**config.mk**
```make
export PLATFORM = sky130hd
export DESIGN_NAME = mips_multicycle_control
export DESIGN_NICKNAME = d
export VERILOG_FILES = /design/src/rtl/mips_ctrl_pkg.sv /design/src/rtl/mips_alu_decoder.sv /design/src/rtl/mips_multicycle_control.sv
export SDC_FILE = /design/constraint.sdc
export NUM_CORES = 1
export LEC_CHECK = 0
export CORE_UTILIZATION = 41
export DETAILED_ROUTE_END_ITERATION = 8
export PLACE_DENSITY = 0.84
export SLEW_MARGIN = 20
export SYNTH_ARGS = -nofsm -noshare
export SYNTH_HDL_FRONTEND = slang
export SYNTH_SLANG_ARGS = --single-unit
```
**constraint.sdc**
```tcl
create_clock -name clk -period 4.5 [get_ports clk]
set_input_delay 0.9 -clock clk [delete_from_list [all_inputs] [get_ports clk]]
set_output_delay 0.9 -clock clk [all_outputs]
set_load 0.03 [all_outputs]
```
**src/rtl/mips_ctrl_pkg.sv**
```systemverilog
// Shared encodings for the multicycle MIPS controller: opcodes, functs, states,
// ALUOp and ALUControl codes.
package mips_ctrl_pkg;

    localparam logic [5:0] OP_RTYPE = 6'b000000;
    localparam logic [5:0] OP_LW    = 6'b100011;
    localparam logic [5:0] OP_SW    = 6'b101011;
    localparam logic [5:0] OP_BEQ   = 6'b000100;
    localparam logic [5:0] OP_ADDI  = 6'b001000;
    localparam logic [5:0] OP_J     = 6'b000010;

    localparam logic [5:0] FN_ADD   = 6'b100000;
    localparam logic [5:0] FN_SUB   = 6'b100010;
    localparam logic [5:0] FN_AND   = 6'b100100;
    localparam logic [5:0] FN_OR    = 6'b100101;
    localparam logic [5:0] FN_SLT   = 6'b101010;

    localparam logic [1:0] ALUOP_ADD   = 2'b00;
    localparam logic [1:0] ALUOP_SUB   = 2'b01;
    localparam logic [1:0] ALUOP_FUNCT = 2'b10;

    localparam logic [2:0] ALU_ADD = 3'b010;
    localparam logic [2:0] ALU_SUB = 3'b110;
    localparam logic [2:0] ALU_AND = 3'b000;
    localparam logic [2:0] ALU_OR  = 3'b001;
    localparam logic [2:0] ALU_SLT = 3'b111;

    typedef enum logic [3:0] {
        S_FETCH    = 4'd0,
        S_DECODE   = 4'd1,
        S_MEMADR   = 4'd2,
        S_MEMREAD  = 4'd3,
        S_MEMWB    = 4'd4,
        S_MEMWRITE = 4'd5,
        S_EXECUTE  = 4'd6,
        S_ALUWB    = 4'd7,
        S_BRANCH   = 4'd8,
        S_ADDIEX   = 4'd9,
        S_ADDIWB   = 4'd10,
        S_JUMP     = 4'd11
    } state_t;

endpackage

```
**src/rtl/mips_alu_decoder.sv**
```systemverilog
// ALU control decode: (ALUOp, funct) -> ALUControl, plus a flag for unsupported functs.
module mips_alu_decoder
    import mips_ctrl_pkg::*;
(
    input  logic [1:0] ALUOp,
    input  logic [5:0] funct,
    output logic [2:0] ALUControl,
    output logic       bad_funct
);

    always_comb begin
        ALUControl = ALU_ADD;
        case (ALUOp)
            ALUOP_SUB: ALUControl = ALU_SUB;
            ALUOP_FUNCT: begin
                case (funct)
                    FN_SUB:  ALUControl = ALU_SUB;
                    FN_AND:  ALUControl = ALU_AND;
                    FN_OR:   ALUControl = ALU_OR;
                    FN_SLT:  ALUControl = ALU_SLT;
                    default: ALUControl = ALU_ADD;
                endcase
            end
            default: ALUControl = ALU_ADD;
        endcase
    end

    // Judged on funct alone so DECODE (where ALUOp is 00) can flag a bad R-type early.
    always_comb begin
        bad_funct = 1'b1;
        case (funct)
            FN_ADD, FN_SUB, FN_AND, FN_OR, FN_SLT: bad_funct = 1'b0;
            default:                               bad_funct = 1'b1;
        endcase
    end

endmodule

```
**src/rtl/mips_multicycle_control.sv**
```systemverilog
// Moore main controller for the multicycle MIPS core, with memory wait handshake.
module mips_multicycle_control
    import mips_ctrl_pkg::*;
(
    input  logic       clk,
    input  logic       reset,
    input  logic [5:0] opcode,
    input  logic [5:0] funct,
    input  logic       zero,
    input  logic       mem_ready,
    output logic       IorD,
    output logic       MemWrite,
    output logic       IRWrite,
    output logic       RegDst,
    output logic       MemtoReg,
    output logic       RegWrite,
    output logic       ALUSrcA,
    output logic [1:0] ALUSrcB,
    output logic [2:0] ALUControl,
    output logic [1:0] PCSrc,
    output logic       PCEn,
    output logic       illegal_op,
    output logic [3:0] state
);

    state_t     r_state, w_next;
    logic [1:0] w_aluop;
    logic       w_pcwrite, w_branch, w_irwrite, w_regwrite, w_memwrite, w_illegal;
    logic       w_bad_funct;

    mips_alu_decoder u_alu_dec (
        .ALUOp      (w_aluop),
        .funct      (funct),
        .ALUControl (ALUControl),
        .bad_funct  (w_bad_funct)
    );

    always_ff @(posedge clk or negedge reset) begin
        if (!reset) r_state <= S_FETCH;
        else        r_state <= w_next;
    end

    always_comb begin
        w_next     = S_FETCH;
        w_aluop    = ALUOP_ADD;
        w_pcwrite  = 1'b0;
        w_branch   = 1'b0;
        w_irwrite  = 1'b0;
        w_regwrite = 1'b0;
        w_memwrite = 1'b0;
        w_illegal  = 1'b0;
        IorD       = 1'b0;
        RegDst     = 1'b0;
        MemtoReg   = 1'b0;
        ALUSrcA    = 1'b0;
        ALUSrcB    = 2'b00;
        PCSrc      = 2'b00;
        case (r_state)
            S_FETCH: begin
                ALUSrcB   = 2'b01;
                w_irwrite = mem_ready;
                w_pcwrite = mem_ready;
                w_next    = mem_ready ? S_DECODE : S_FETCH;
            end
            S_DECODE: begin
                ALUSrcB = 2'b11;
                case (opcode)
                    OP_LW, OP_SW: w_next = S_MEMADR;
                    OP_RTYPE: begin
                        w_next    = S_EXECUTE;
                        w_illegal = w_bad_funct;
                    end
                    OP_BEQ:  w_next = S_BRANCH;
                    OP_ADDI: w_next = S_ADDIEX;
                    OP_J:    w_next = S_JUMP;
                    default: begin
                        w_next    = S_FETCH;
                        w_illegal = 1'b1;
                    end
                endcase
            end
            S_MEMADR: begin
                ALUSrcA = 1'b1;
                ALUSrcB = 2'b10;
                if (opcode == OP_LW)      w_next = S_MEMREAD;
                else if (opcode == OP_SW) w_next = S_MEMWRITE;
                else                      w_next = S_FETCH;
            end
            S_MEMREAD: begin
                IorD   = 1'b1;
                w_next = mem_ready ? S_MEMWB : S_MEMREAD;
            end
            S_MEMWB: begin
                MemtoReg   = 1'b1;
                w_regwrite = 1'b1;
            end
            S_MEMWRITE: begin
                IorD       = 1'b1;
                w_memwrite = 1'b1;
                w_next     = mem_ready ? S_FETCH : S_MEMWRITE;
            end
            S_EXECUTE: begin
                ALUSrcA = 1'b1;
                w_aluop = ALUOP_FUNCT;
                w_next  = S_ALUWB;
            end
            S_ALUWB: begin
                RegDst     = 1'b1;
                w_regwrite = 1'b1;
            end
            S_BRANCH: begin
                ALUSrcA  = 1'b1;
                w_aluop  = ALUOP_SUB;
                PCSrc    = 2'b01;
                w_branch = 1'b1;
            end
            S_ADDIEX: begin
                ALUSrcA = 1'b1;
                ALUSrcB = 2'b10;
                w_next  = S_ADDIWB;
            end
            S_ADDIWB: w_regwrite = 1'b1;
            S_JUMP: begin
                PCSrc     = 2'b10;
                w_pcwrite = 1'b1;
            end
            default: w_next = S_FETCH;
        endcase
    end

    // Enables are gated by reset so nothing commits while the core is held.
    assign IRWrite    = reset & w_irwrite;
    assign RegWrite   = reset & w_regwrite;
    assign MemWrite   = reset & w_memwrite;
    assign illegal_op = reset & w_illegal;
    assign PCEn       = reset & (w_pcwrite | (w_branch & zero));
    assign state      = r_state;

endmodule

```
## After elaboration in Yosys (flattened, before gate mapping)

Index checks and enable logic that the tools add are counted.
Widths: inputs -> output; s select.

- Bits in registers: 4
- Latch bits: 0
- RAM bits: 0
- Bits in read-only memories: 0
- Bits of input ports: 16
- Output and inout port bits: 20
- Logic and storage cells: 64
- Memories kept: 0

- Add/sub/neg operators: 0
- $mul: 0
- Divide/modulo/power cells: 0
- Magnitude comparators: 0
- Eq/ne operators: 23
- Shifts and indexed selects: 0
- Mux-type cells: 24
- Bitwise gates (word level): 7
- Reductions and logical operators: 9

Operators with widths:

| operator | number |
|---|---|
| $eq 6x6->1 const B | 7 |
| $pmux 4 s7 | 1 |
| $pmux 4 s5 | 1 |
| $eq 4x3->1 const B | 4 |
| $eq 4x4->1 const B | 4 |
| $mux 3 | 4 |
| $pmux 3 s4 | 1 |
| $mux 1 | 11 |
| $reduce_or 5->1 | 2 |
| $eq 4x2->1 const B | 2 |
| $pmux 2 s2 | 2 |
| $and 1x1->1 | 6 |
| $eq 6x2->1 const B | 1 |
| $eq 6x3->1 const B | 1 |
| $eq 6x4->1 const B | 1 |
| $logic_not 6->1 | 1 |
| $pmux 2 s3 | 1 |
| $pmux 3 s2 | 1 |
| $reduce_or 2->1 | 3 |
| $eq 4x1->1 const B | 1 |
| $logic_not 4->1 | 1 |
| $pmux 1 s2 | 2 |
| $reduce_or 4->1 | 1 |
| $reduce_or 3->1 | 1 |
| other kinds (3) | 3 |

## Logic depth before layout (Yosys ltp)

- Depth in word-level cells: 6
- Gate-level depth with buffers: 6
- Depth with buffers taken out: 6

## Hierarchy

A second synthesis with hierarchy kept.

- Cells, all modules: 93
- Area, all modules: 666.9 um^2

Modules (own cells, without submodules):

| module | times used | cells an instance | area each (um^2) | seq. area each (um^2) |
|---|---|---|---|---|
| mips_multicycle_control | 1 | 75 | 526.8 | 100.1 |
| mips_alu_decoder | 1 | 18 | 140.1 | 0.0 |

## Worst setup path after synthesis

Ideal clock, no wire load.

- Path kind: register to output
- Start: register r_state[0] (netlist: state[0])
- End: output ALUControl[0]
- Data arrival time: 2,160 ps
- Required time: 3,600 ps
- Setup slack: 1,440 ps
- Stages on the path, launching flop included: 5
- Buffers on the path: 1
- Cells stage by stage: dfrtp_1 > clkbuf_1 > or3_1 > ha_1 > nor3_1

- Longest elaborated chain between the ends: 4

Ends and longest elaborated chain:

| what | line | text |
|---|---|---|
| start: declaration | mips_multicycle_control.sv:26 | `state_t r_state, w_next;` |
| start signal: assignment | mips_multicycle_control.sv:40 | `else r_state <= w_next;` |
| $eq 4x4->1 / $eq 4x3->1 (equally long branches) | mips_multicycle_control.sv:58 | `case (r_state)` |
| $pmux 2 s2 (*) | mips_multicycle_control.sv:58 |  |
| $eq 2x2->1 / $eq 2x1->1 (equally long branches) | mips_alu_decoder.sv:13 | `case (ALUOp)` |
| $pmux 3 s2 (*) | mips_alu_decoder.sv:13 |  |
| end: declaration | mips_multicycle_control.sv:19 | `output logic [2:0] ALUControl,` |

Mark *: on every way between the ends. The rest lies on a longest branch, timed or not.

## Worst setup path after layout

- Start: input reset
- End: output illegal_op

- Longest elaborated chain between the ends: 1

Ends and longest elaborated chain:

| what | line | text |
|---|---|---|
| start: declaration | mips_multicycle_control.sv:6 | `input logic reset,` |
| $and 1x1->1 | mips_multicycle_control.sv:135 | `assign illegal_op = reset & w_illegal;` |
| end: declaration | mips_multicycle_control.sv:22 | `output logic illegal_op,` |

Every way passes these cells.

==> impl_metrics.json <==
{
  "wl_per_cell_um": 11.97,
  "hold_path.class": "reg2reg",
  "ir_worst_vdd_mv": 0.1080,
  "tightest_slew_ns": 0.5263,
  "synth.avg_cell_area_um2": 6.779,
  "fin_crit_sh_pct": 81.68,
  "place_congestion": 0.8124,
  "largest_reg_flops": 4,
  "stdcell_count": 146,
  "finalSetupViolCount": 0,
  "max_freq_mhz": 272.0,
  "critPathRequiredTime_ns": 3.60,
  "grt_pass1_wl_um": 3256,
  "rows": 14,
  "p_seq_share_pct": 25.6,
  "port_buffers": 35,
  "grt_usage_pct": 22.39,
  "clk_latency_ns": 0.24,
  "cts_tree": "done",
  "cts_setup_buffers": 0,
  "maxSlewHeadroom_pct": 64.91,
  "clock-sinks": 4,
  "grt_max_degree": 19,
  "antenna_found_initial": 0,
  "cts.path.max_buffers": 2,
  "endpoint_kind": "output pin",
  "post-route-min-period_ns": 3.676,
  "totalWireLength_um": 1747,
  "p_clk_share_pct": 22.0,
  "rsz0062_at_grt": "false",
  "cts_resized": 0,
  "drv_slew": 0,
  "ys_warn_count": 0,
  "fin_skew_ns": 0.001180,
  "place_inst": 143,
  "die_area_um2": 1785,
  "status": "finished clean",
  "chipHeight_um": 42.26,
  "die_w_um": 42.26,
  "crit_fanout": 8,
  "vias_per_cell": 5.603,
  "drt_pass1_iterations": 4,
  "drt_iter0_markers": 16,
  "critPathArrivalTime_ns": 2.78,
  "path_class": "in2out",
  "async_reset_ff_share_pct": 100.0,
  "grt_pass1_vias": 755,
  "drc_errors": 0,
  "switching_share_pct": 40.30,
  "fin_tns_setup_ns": 0,
  "fin_nets": 150,
  "io_pins": 36,
  "hpwl_um": 1323,
  "cellInternalPower_uw": 121.3,
  "synth_area_um2": 664.4,
  "cts_root_buffer": "clkbuf_4",
  "gr-total-overflow": 0,
  "critPathLaunchType": "primary input",
  "num_antenna_cells": 0,
  "synth_edf_count": 0,
  "yosys_most_used_dff": "dfrtp_1",
  "antenna_left": 0,
  "hold_violations": 0,
  "drive_gt1_share_pct": 6.154,
  "total_leakage_power_nw": 0.3838,
  "syn_inst": 98,
  "clk_pin_slew_worst_paths_ns": 0.04,
  "syn_to_final_growth_pct": 55.18,
  "htreeDepth": 1,
  "synth.distinct_cells": 39,
  "syn_nets": 116,
  "core_area_um2": 1506,
  "floorplan.initialDensity_pct": 44.10,
  "netSwitchingPower_uw": 81.91,
  "ys_ff_latch": 4,
  "drv_cap": 0,
  "dr_total_vias": 818,
  "postCtsHoldBufs": 0,
  "ys_seq_area_share_pct": 15.07,
  "powerDensity_nw_per_um2": 197.1,
  "pwr-share-comb_pct": 52.4,
  "cts_buffers": 3
}
## cell usage after synthesis, types with 2 or more instances
| cell | count | area, um2 |
|---|---|---|
| nor2_1 | 11 | 41.29 |
| nor3_1 | 11 | 55.05 |
| a21oi_1 | 7 | 35.03 |
| nand2_1 | 6 | 22.52 |
| nor2b_1 | 5 | 31.28 |
| dfrtp_1 | 4 | 100.1 |
| nand2b_1 | 4 | 25.02 |
| buf_2 | 3 | 15.01 |
| clkbuf_1 | 3 | 11.26 |
| inv_1 | 3 | 11.26 |
| nand3_1 | 3 | 15.01 |
| or3_1 | 3 | 18.77 |
| a31oi_1 | 2 | 12.51 |
| and3_1 | 2 | 12.51 |
| ha_1 | 2 | 25.02 |
| mux2i_1 | 2 | 20.02 |
| nor3b_1 | 2 | 15.01 |
| o21ai_0 | 2 | 10.01 |
| or2_1 | 2 | 12.51 |
| xnor2_1 | 2 | 17.52 |
## layout make-up
type                            count  area, um2
Fill cell                         131      475.5
Timing Repair Buffer               35      350.3
Sequential cell                     4      100.1
Tap cell                           16      20.02
Multi-Input combinational cell     84      523.0
Inverter                            4      15.01
Clock buffer                        3      22.52
## kinds of logic after synthesis
logic type	synth area share (%)
AOI/OAI and AO/OA	23.73
xor gates and xnor gates	3.956
adders and majority gates	3.766
buffers and inverters	6.213
DFF	15.07
muxes	3.013
and+or+nand+nor	44.25
## worst max-delay path, stage by stage
cell	delay, ns
clkdlybuf4s50_1	0.62
nand2_1	0.12
or3_1	0.33
a21oi_1	0.12
clkdlybuf4s50_1	0.68
## layer usage
| layer | global-route usage, % | wire [um] |
|---|---|---|
| met4 | 5.625 | 17 |
| met5 | 0 | 0 |
| met2 | 37.23 | 836 |
| met3 | 1.724 | 101 |
| met1 | 31.28 | 793 |
## final timing paths
check,end,from,cells past startpoint,slack (ns)
setup reg to reg,state[1]$_DFF_PN0_,state[3]$_DFF_PN0_,4,2.77
max in group asynchronous,state[1]$_DFF_PN0_,reset,1,3.38
setup / recovery,illegal_op,reset,5,0.82
hold / removal,state[3]$_DFF_PN0_,state[2]$_DFF_PN0_,1,0.82
hold reg to reg,state[3]$_DFF_PN0_,state[2]$_DFF_PN0_,1,0.82
min in group asynchronous,state[3]$_DFF_PN0_,reset,1,0.91
## power by group through the flow
| stage | registers [mW] | logic [mW] | clock network [mW] |
|---|---|---|---|
| floorplan | 0.0500 | 0.0642 | 0 |
| global route | 0.0537 | 0.115 | 0.0498 |
| detailed placement | 0.0522 | 0.106 | 0 |
| CTS | 0.0517 | 0.107 | 0.0451 |
| finish | 0.0520 | 0.107 | 0.0447 |
| global placement | 0.0522 | 0.104 | 0 |
## layout by cell type (no fill, tap or decap), types with 3 or more instances in the layout
cell	synthesis	routed
a21oi_1	7	7
clkbuf_4	0	3
clkdlybuf4s50_1	0	35
dfrtp_1	4	4
inv_1	3	3
nand2_1	6	6
nand2b_1	4	4
nand3_1	3	3
nor2_1	11	11
nor2b_1	5	5
nor3_1	11	11
or3_1	3	3
## per-stage QoR
step	power [mW]	instance area [um2]	worst slack (ns)	hold slack (ns)	util, %
detailed placement	0.1583	1008	0.8323	0.8040	66.94
finish	0.2032	1031	0.8242	0.8203	68.44
CTS	0.2034	1031	0.8056	0.8085	68.44
global placement	0.1565	1008	0.8252	0.7947	66.94
floorplan	0.1142	664.4	1.440	0.6044	-
global route	0.2188	1031	0.7407	0.9077	68.44
Power figures use the tool's default switching activity.
==> RTL change: new RTL, config.mk and constraints unchanged <==
Reset style: synchronous (`reset`), changed in one clocked block.
--- a/src/rtl/mips_multicycle_control.sv
+++ b/src/rtl/mips_multicycle_control.sv
@@ -35,7 +35,7 @@
         .bad_funct  (w_bad_funct)
     );
 
-    always_ff @(posedge clk or negedge reset) begin
+    always_ff @(posedge clk) begin
         if (!reset) r_state <= S_FETCH;
         else        r_state <= w_next;
     end
Check against the original RTL: differs if reset is asserted again (counterexample within 4 cycles, from zero or initial values and one cycle with reset low); with reset held inactive, the same outputs for 10 cycles.
==> RTL change against the unedited design <==
  * Register-to-register slack better by 110 ps
  * Maximum frequency is 3.0% lower
  * Setup slack worse by 110 ps
  * Cell area rose by 0.73%
  * Synthesized area rose by 4.3%
  * Wire length is 12% higher
  * Sequential cell count is the same
  * Clock skew rose by 8.0 ps
  * Die area rose by 4.1%
  * Largest cell class unchanged
  * Highest routed layer unchanged
Power is not compared: it rests on default switching activity, and its combinational part moved more than twofold at a synthesized area within 25%.
==> RTL change: results (changes against the unedited design) <==
[outcome]
status=finished, final reports clean

[floorplanning]
start_util=0.450  ; +0.00865

[place]
place_area_sq_mm=0.00102  ; +0.74%
gp_congestion=0.898  ; +11%
dp_hpwl_microns=1510  ; +14%
numPlacedInstances=146  ; +2.1%

[synthesis]
synth_nets=120  ; +3.4%
synth-async-reset-ratio=0  ; -1.00
ys.flop_type=dfxtp_1
seq_area_frac_synth=0.116  ; -0.0351
synth_cell_types=37  ; -5.1%
syn_area_per_cell_sq_um=6.80  ; +0.24%
netlist_top_cells_count=a21oi_1 (10), nor2_1 (10), nor3_1 (9), o21ai_0 (7), nand2b_1 (6)
synth_area_leaders=dfxtp_1 (12%), a21oi_1 (7.2%), nor3_1 (6.5%)

[cts]
clock_latency_ps=240  ; about the same
cts_made_buffers=3  ; unchanged

[worst_setup_path]
critPathMaxFanout=4  ; -4
reg2reg_from=state[0]$_SDFF_PN0_
r2r_slack_ps=2880  ; +110 ps
crit_path_start=opcode[5]

[route]
avgViaCountPerCell=5.81  ; +3.7%
vias=866  ; +5.9%
wl_per_cell_microns=13.1  ; +9.4%
drt_iter0_drc=21  ; +5

[global_routing]
grtUsageMet1=0.260  ; -0.0533
grt_start_max_net_pins=20  ; +1
met3_usage=0.0511  ; +0.0338
grt_pass1_wl_microns=3220  ; -1.3%
grt_pass1_vias=763  ; +1.1%
grt.total_usage=0.221  ; -0.00284

[power]
p_leak_uw=0.000381

[sta]
fin_worst_skew_ps=9.16  ; +7.98 ps
slew_headroom=0.617  ; -0.0325

[finish]
utilization=0.674  ; -0.0107
fillers=143  ; +9.2%

RTL change: how the worst min path moves through the flow:
stage / start / end / cells past startpoint
final: state[3]$_SDFF_PN0_ / state[3]$_SDFF_PN0_ / 2
after floorplan: state[1]$_SDFF_PN0_ / state[2]$_SDFF_PN0_ / 3
after global routing: state[3]$_SDFF_PN0_ / state[3]$_SDFF_PN0_ / 2
after detailed placement: state[3]$_SDFF_PN0_ / state[3]$_SDFF_PN0_ / 2
after CTS: state[3]$_SDFF_PN0_ / state[3]$_SDFF_PN0_ / 2
after global placement: state[3]$_SDFF_PN0_ / state[3]$_SDFF_PN0_ / 2
RTL change: report_power, final:
group	switching, uW	internal, uW
combinational	23.6	25.7
sequential	3.22	36.3
clock	17.0	30.0
RTL change: layout make-up:
cell class,count,area share
Multi-Input combinational cell,86,0.527
Timing Repair Buffer,35,0.337
Sequential cell,4,0.0771
Clock buffer,3,0.0217
Tap cell,16,0.0193
Inverter,5,0.0181
RTL change: cells by family (layout without fill, tap and decap cells):
family,after synthesis,count (layout),share of synthesized area
multiplexers,3,3,0.0433
flip-flops,4,4,0.116
AO/OA/AOI/OAI,24,24,0.200
XOR/XNOR,3,3,0.0379
adder cells (fa/ha/maj),2,2,0.0361
AND/OR/NAND/NOR,54,54,0.471
buffers and inverters,12,43,0.0957
RTL change: per-layer routing:
layer | routed length (microns) | up-vias
met5 | 0 | -
met4 | 40 | 0
met3 | 130 | 8
met2 | 948 | 38
met1 | 831 | 386
li1 | - | 434
RTL change: critical path, stage by stage:
cell and delay (ps):
clkdlybuf4s50_1 490, nor3_1 450, nand4_1 180, and4b_2 290, clkdlybuf4s50_1 590
RTL change: through the flow:
stage	worst slack (ps)	hold slack, ps
after floorplan	1460	782
after global placement	772	697
after detailed placement	734	696
after CTS	719	697
after global routing	606	732
final	710	701
